[src/rtl/rhd_emu_pkg.sv]
// Shared constants for the RHD2000 headstage emulator: opcodes, register map,
// the "INTAN" identification ROM and the frame FSM state encoding.
package rhd_emu_pkg;

    localparam logic [1:0]  OP_CONVERT = 2'b00;
    localparam logic [1:0]  OP_CAL     = 2'b01;
    localparam logic [1:0]  OP_WRITE   = 2'b10;
    localparam logic [1:0]  OP_READ    = 2'b11;

    localparam logic [15:0] CAL_WORD   = 16'h5500;
    localparam int          REG_COUNT  = 22;
    localparam logic [5:0]  REG_CHIPID = 6'd63;

    typedef enum logic [1:0] {
        ST_IDLE  = 2'd0,
        ST_SHIFT = 2'd1,
        ST_DONE  = 2'd2
    } state_t;

    // Read-only identification registers 40..44 spell "INTAN"
    function automatic logic [7:0] intan_byte(input logic [5:0] r);
        case (r)
            6'd40:   intan_byte = 8'h49;
            6'd41:   intan_byte = 8'h4E;
            6'd42:   intan_byte = 8'h54;
            6'd43:   intan_byte = 8'h41;
            6'd44:   intan_byte = 8'h4E;
            default: intan_byte = 8'h00;
        endcase
    endfunction

endpackage

[src/rtl/rhd_emu_sync_edge.sv]
// Multi-flop synchroniser for an asynchronous pin followed by a one-cycle
// rise/fall pulse generator. Chain resets to 0 so a pin already high after
// reset produces a rise pulse once it has been synchronised.
module rhd_emu_sync_edge #(
    parameter int STAGES = 2
) (
    input  logic clk,
    input  logic rst,
    input  logic din,
    output logic rise,
    output logic fall
);

    logic [STAGES-1:0] sr;
    logic              prev;

    // Shift the pin through the synchroniser and remember the last synced level
    always_ff @(posedge clk) begin
        if (rst) begin
            sr   <= '0;
            prev <= 1'b0;
        end else begin
            sr   <= {sr[STAGES-2:0], din};
            prev <= sr[STAGES-1];
        end
    end

    assign rise = sr[STAGES-1] & ~prev;
    assign fall = ~sr[STAGES-1] & prev;

endmodule

[src/rtl/rhd_headstage_emulator.sv]
// RHD2000 headstage SPI slave emulator. Oversamples cs/sclk/mosi, decodes
// 16-bit commands and returns each result two frames later on miso.
// Optional feature macro: RHD_EMU_DDR_EN (second stream B on the sclk-high half).
module rhd_headstage_emulator
    import rhd_emu_pkg::*;
#(
    parameter int NUM_CH        = 32,
    parameter int SEED          = 0,
    parameter int SEED_B_OFFSET = 32,
    parameter int CH_STEP       = 1,
    parameter int CHIP_ID       = 1,
    parameter int SYNC_STAGES   = 2
) (
    input  logic        clk,
    input  logic        rst,
    input  logic        cs,
    input  logic        sclk,
    input  logic        mosi,
    output logic        miso,
    output logic        cmd_valid,
    output logic [15:0] cmd_word,
    output logic [31:0] frame_cnt,
    output logic        err_short
);

    logic cs_rise, cs_fall, sclk_rise, sclk_fall;

    rhd_emu_sync_edge #(.STAGES(SYNC_STAGES)) u_cs_sync (
        .clk  (clk),
        .rst  (rst),
        .din  (cs),
        .rise (cs_rise),
        .fall (cs_fall)
    );

    rhd_emu_sync_edge #(.STAGES(SYNC_STAGES)) u_sclk_sync (
        .clk  (clk),
        .rst  (rst),
        .din  (sclk),
        .rise (sclk_rise),
        .fall (sclk_fall)
    );

    // mosi only needs the same delay as sclk so it is sampled aligned with sclk_rise
    logic [SYNC_STAGES-1:0] mosi_sr;
    logic                   mosi_s;

    // Synchronise mosi to line up with the synced sclk edge pulses
    always_ff @(posedge clk) begin
        if (rst) mosi_sr <= '0;
        else     mosi_sr <= {mosi_sr[SYNC_STAGES-2:0], mosi};
    end
    assign mosi_s = mosi_sr[SYNC_STAGES-1];

    state_t                     state;
    logic                       armed;
    logic [15:0]                rx;
    logic [15:0]                tx_a;
    logic [4:0]                 bitcnt;
    logic [1:0][15:0]           pipe_a;
    logic [15:0]                sweep_cnt;
    logic [REG_COUNT-1:0][7:0]  regs;
`ifdef RHD_EMU_DDR_EN
    logic [15:0]                tx_b;
    logic [1:0][15:0]           pipe_b;
`endif

    logic [5:0]  arg;
    logic [31:0] conv_sum;
    logic [15:0] res_a;
    logic [15:0] res_b;
    logic        sweep_inc;

    // Decode the received command into its result word(s)
    always_comb begin
        arg       = rx[13:8];
        conv_sum  = 32'(SEED) + 32'(arg) * 32'(CH_STEP) + 32'(sweep_cnt);
        res_a     = 16'h0000;
        sweep_inc = 1'b0;
        case (rx[15:14])
            OP_CONVERT: begin
                if (int'(arg) < NUM_CH) res_a = conv_sum[15:0];
                sweep_inc = (arg == 6'd0);
            end
            // CALIBRATE (CAL_WORD) and every other 01 command answer zero
            OP_CAL:   res_a = 16'h0000;
            OP_WRITE: res_a = {8'hFF, rx[7:0]};
            OP_READ: begin
                if (int'(arg) < REG_COUNT) res_a = {8'h00, regs[arg[4:0]]};
                else if (arg == REG_CHIPID) res_a = {8'h00, 8'(CHIP_ID)};
                else                        res_a = {8'h00, intan_byte(arg)};
            end
            default: res_a = 16'h0000;
        endcase
        res_b = res_a;
`ifdef RHD_EMU_DDR_EN
        if (rx[15:14] == OP_CONVERT && int'(arg) < NUM_CH)
            res_b = res_a + 16'(SEED_B_OFFSET);
`endif
    end

    // Frame FSM: IDLE waits for cs fall, SHIFT moves bits, DONE commits the frame
    always_ff @(posedge clk) begin
        if (rst) begin
            state     <= ST_IDLE;
            armed     <= 1'b0;
            miso      <= 1'b0;
            cmd_valid <= 1'b0;
            cmd_word  <= 16'h0000;
            frame_cnt <= 32'd0;
            err_short <= 1'b0;
            rx        <= 16'h0000;
            tx_a      <= 16'h0000;
            bitcnt    <= 5'd0;
            pipe_a    <= '0;
            sweep_cnt <= 16'h0000;
            regs      <= '0;
`ifdef RHD_EMU_DDR_EN
            tx_b      <= 16'h0000;
            pipe_b    <= '0;
`endif
        end else begin
            cmd_valid <= 1'b0;
            err_short <= 1'b0;
            if (cs_rise) armed <= 1'b1;
            case (state)
                ST_IDLE: begin
                    if (armed && cs_fall) begin
                        tx_a   <= pipe_a[1];
                        miso   <= pipe_a[1][15];
`ifdef RHD_EMU_DDR_EN
                        tx_b   <= pipe_b[1];
`endif
                        bitcnt <= 5'd0;
                        state  <= ST_SHIFT;
                    end
                end
                ST_SHIFT: begin
                    // cs rise takes priority over a coincident sclk edge
                    if (cs_rise) begin
                        miso <= 1'b0;
                        if (bitcnt == 5'd16) begin
                            state <= ST_DONE;
                        end else begin
                            err_short <= 1'b1;
                            state     <= ST_IDLE;
                        end
                    end else if (sclk_rise) begin
                        if (bitcnt < 5'd16) rx <= {rx[14:0], mosi_s};
                        if (bitcnt != 5'd17) bitcnt <= bitcnt + 5'd1;
`ifdef RHD_EMU_DDR_EN
                        miso <= tx_b[15];
`endif
                    end else if (sclk_fall) begin
                        tx_a <= {tx_a[14:0], 1'b0};
                        miso <= tx_a[14];
`ifdef RHD_EMU_DDR_EN
                        tx_b <= {tx_b[14:0], 1'b0};
`endif
                    end
                end
                ST_DONE: begin
                    pipe_a    <= {pipe_a[0], res_a};
`ifdef RHD_EMU_DDR_EN
                    pipe_b    <= {pipe_b[0], res_b};
`endif
                    if (rx[15:14] == OP_WRITE && int'(arg) < REG_COUNT)
                        regs[arg[4:0]] <= rx[7:0];
                    if (sweep_inc) sweep_cnt <= sweep_cnt + 16'd1;
                    cmd_valid <= 1'b1;
                    cmd_word  <= rx;
                    frame_cnt <= frame_cnt + 32'd1;
                    state     <= ST_IDLE;
                end
                default: state <= ST_IDLE;
            endcase
        end
    end

`ifndef RHD_EMU_DDR_EN
    // Stream B does not exist in single-rate builds
    logic unused_b;
    assign unused_b = ^res_b;
`endif

endmodule
[config.mk]
export PLATFORM = sky130hd
export DESIGN_NAME = rhd_headstage_emulator
export DESIGN_NICKNAME = d
export VERILOG_FILES = /design/src/rtl/rhd_emu_pkg.sv /design/src/rtl/rhd_emu_sync_edge.sv /design/src/rtl/rhd_headstage_emulator.sv
export SDC_FILE = /design/constraint.sdc
export NUM_CORES = 1
export LEC_CHECK = 0
export ABC_CLOCK_PERIOD_IN_PS = 3000
export BUFFER_PORTS_ARGS = -buffer_cell sky130_fd_sc_hd__buf_2
export CORE_UTILIZATION = 60
export DETAILED_ROUTE_END_ITERATION = 8
export PLACE_DENSITY = 0.78
export SETUP_SLACK_MARGIN = 0.2
export SYNTH_ARGS = -nofsm -noshare
export SYNTH_HDL_FRONTEND = slang
export SYNTH_SLANG_ARGS = --single-unit
[constraint.sdc]
create_clock -name clk -period 3 [get_ports clk]
set_input_delay 0.3 -clock clk [delete_from_list [all_inputs] [get_ports clk]]
set_output_delay 0.3 -clock clk [all_outputs]
set_load 0.03 [all_outputs]
==> results.sh <==
export IMPL_yosysTopAreaCellShare_pct=43.6
export IMPL_path_common_cell="mux4_2"
export IMPL_htreeDepth=2
export IMPL_dieArea_um2=25300
export IMPL_clockRootBuffer="clkbuf_16"
export IMPL_r2r_end="pipe_a[4]"
export IMPL_rr_worst_depth=5
export IMPL_r2r_slack_ns=0.54
export IMPL_ys_seq_area_share_pct=43.6
export IMPL_yosysUniqueCellTypes=78
export IMPL_fmax_mhz=406
export IMPL_fp_coreArea_um2=24200
export IMPL_vias_per_cell=6.17
export IMPL_grt_max_degree=110
export IMPL_dr_pass1_iters=5
export IMPL_synth_fp_nets=1711
export IMPL_place_area_um2=15200
export IMPL_whs_path_depth=2
export IMPL_drtIter0Drc=1240
export IMPL_maxSlewHeadroom_pct=17.4
export IMPL_ios=56
export IMPL_crit_path_end_kind="flop"
export IMPL_finalHoldViolCount=0
export IMPL_power_density_nw_per_um2=548
export IMPL_path_max_fanout=24
export IMPL_hp_class="primary input to flop"
export IMPL_syn_avg_cell_area_um2=8.74
export IMPL_layout_cells_non_filler=2026
export IMPL_worstPathRequired_ns=3.39
export IMPL_dpl_hpwl_um=23400
export IMPL_skew_ns=0.0192
export IMPL_status="complete, no violations"
export IMPL_finalSetupViolCount=0
export IMPL_crit_chain="buf_4 > mux4_2 > mux4_2 > a21oi_1 > o21ai_1"
export IMPL_layout_drive_gt1_share_pct=13.6
export IMPL_period_share_pct=82.2
export IMPL_die_y_um=159
export IMPL_hold_path_startpoint="mosi"
export IMPL_clockBufferDepth=3
export IMPL_tightest_slew_ns=1.24
export IMPL_cts_inserted_buffers=34
export IMPL_synth_edf_count=0
export IMPL_io_buffers=55
export IMPL_synthCells=1694
export IMPL_worst_slack_ns=0.535
export IMPL_crit_family="multiplexers"
export IMPL_synth_area_leaders="dfxtp_1 44%, nand2_1 6.7%, a21oi_1 6.6%, nand3_1 5.2%, mux2i_1 5.1%"
export IMPL_critPathLaunchType="flop"
export IMPL_finalNetCount=1696
export IMPL_place_inst=1966
export IMPL_start_util_pct=61.0
export IMPL_drc_errors=0
export IMPL_routedWlPerCell_um=18.4
export IMPL_critPathSlowestCell="dfxtp_2"
export IMPL_wl_um=37300
export IMPL_grt_total_usage_pct=29.1
export IMPL_yosys_area_top_type="dfxtp_1"
export IMPL_slew_viol_final=0
export IMPL_clk_pin_slew_ns=0.06
export IMPL_ys_flop_type="dfxtp_1"
export IMPL_critPathArrivalTime_ns=2.85
export IMPL_async_flop_share_pct=0
export IMPL_rows=57
export IMPL_irDropWorstVdd_mv=0.420
export IMPL_grt_pass1_vias=11800
export IMPL_vias=12500
export IMPL_clock_latency_ns=0.51
export IMPL_grt_pass1_wl_um=60800
export IMPL_ys_ff_latch=322
export IMPL_finalPower_mw=9.01
export IMPL_gp_congestion=0.885
export IMPL_num_antenna_cells=0
export IMPL_rsz0062_at_grt="no"
export IMPL_yosys_warnings=0
export IMPL_timing_rr_start="rx[9]"
export IMPL_ant_nets=0
export IMPL_syn_area_um2=14800
export IMPL_cts_tree="yes"
export IMPL_antenna_found_initial=0
export IMPL_drv_cap=0
export IMPL_final_min_clock_period_ns=2.46
export IMPL_die_w_um=159
export IMPL_fin_area_um2=16400
export IMPL_crit_type="flop to flop"
export IMPL_gr_total_overflow=0
export IMPL_slowest_delay_ns=0.64
export IMPL_tns_ns=0
export IMPL_power_leakage_nw=6.18
export IMPL_preCtsSetupSlack_ns=0.614
export IMPL_clock_sinks=322
export IMPL_crit_buf_inv=1
export IMPL_area_growth_pct=11.1
export IMPL_min_to="mosi_sr[0]"
## cells in the final DEF (no fill, tap or decap), types with 14 or more instances in the layout
master	count
a21oi_1	195
a311oi_1	16
buf_2	54
buf_4	39
clkbuf_16	37
dfxtp_1	319
inv_1	17
mux2_2	18
mux2i_1	75
mux4_2	27
nand2_1	266
nand3_1	154
nand4_1	20
nor2_1	153
nor2b_1	14
o21ai_0	26
xnor2_1	14
xor2_1	27
## worst max path at each step
stage / start / to / slack [ns] / cells past startpoint
after floorplan: sweep_cnt[0] / pipe_a[6] / 0.85 / 7
after CTS: rx[9] / pipe_a[4] / 0.59 / 5
after global placement: rx[9] / pipe_a[4] / 0.63 / 5
final: rx[9] / pipe_a[4] / 0.54 / 5
after global routing: rx[8] / regs[29] / 0.46 / 7
after detailed placement: rx[9] / pipe_a[4] / 0.61 / 5
## through the flow
| step | utilization, % | hold slack (ns) |
|---|---|---|
| finish | 67.8 | 0.00549 |
| global route | 67.8 | 0.00823 |
| CTS | 67.8 | 0.00365 |
| detailed placement | 62.6 | 0.424 |
| global placement | 62.6 | 0.416 |
| floorplan | - | 0.414 |
## area by class of cell
cell class              count  area, um2
well taps                 324        405
clock inverters            15        250
clock buffers              44        992
repair buffers             98        648
flip-flops and latches    322       6450
inverters                  17       63.8
multi-input cells        1206       7630
fillers                  1929       7810
## where the power goes
part           switching, mW  internal [mW]
Clock                   1.70           2.93
Sequential           0.00401           4.28
Combinational         0.0776         0.0198
## sequential cells by signal, summed over array words and instances (netlist names)
register / count
regs: 176
frame_cnt: 32
pipe_a: 32
cmd_word: 16
rx: 16
sweep_cnt: 16
tx_a: 15
bitcnt: 5
mosi_sr: 2
state: 2
u_cs_sync.sr: 2
u_sclk_sync.sr: 2
armed: 1
cmd_valid: 1
err_short: 1
miso: 1
u_cs_sync.prev: 1
u_sclk_sync.prev: 1
## cells in the mapped netlist, types with 16 or more instances
library cell,count
dfxtp_1,322
nand2_1,266
a21oi_1,195
nand3_1,154
nor2_1,153
clkbuf_1,89
mux2i_1,75
buf_2,32
mux4_2,27
xor2_1,27
o21ai_0,26
nand4_1,20
mux2_2,18
inv_1,17
a311oi_1,16
## logic make-up (layout without fill, tap and decap cells)
logic type / Yosys count / in the layout / share of synthesized area [%]
buffers and inverters: 166 / 174 / 5.12
AOI/OAI and AO/OA: 320 / 320 / 13.1
DFF: 322 / 322 / 43.6
adders and majority gates: 12 / 12 / 1.07
and+or+nand+nor: 704 / 704 / 22.6
xor gates and xnor gates: 41 / 41 / 2.43
muxes: 129 / 129 / 12.1
## per-layer routing
metal / vias to the layer above / wire length [um] / global-route usage (%)
met5: - / 0 / 0
met4: 0 / 1010 / 10.2
met3: 76 / 2530 / 3.65
met2: 466 / 17600 / 47.9
met1: 6042 / 16200 / 39.6
li1: 5923 / - / -
## repair_timing
item,CTS,global route
resized for setup,0,0
endpoints found under the setup margin,0,0
setup buffers,0,0
hold buffers,1,0
endpoints found under the hold margin,1,0
No activity file was read; power rests on OpenSTA's default activity.
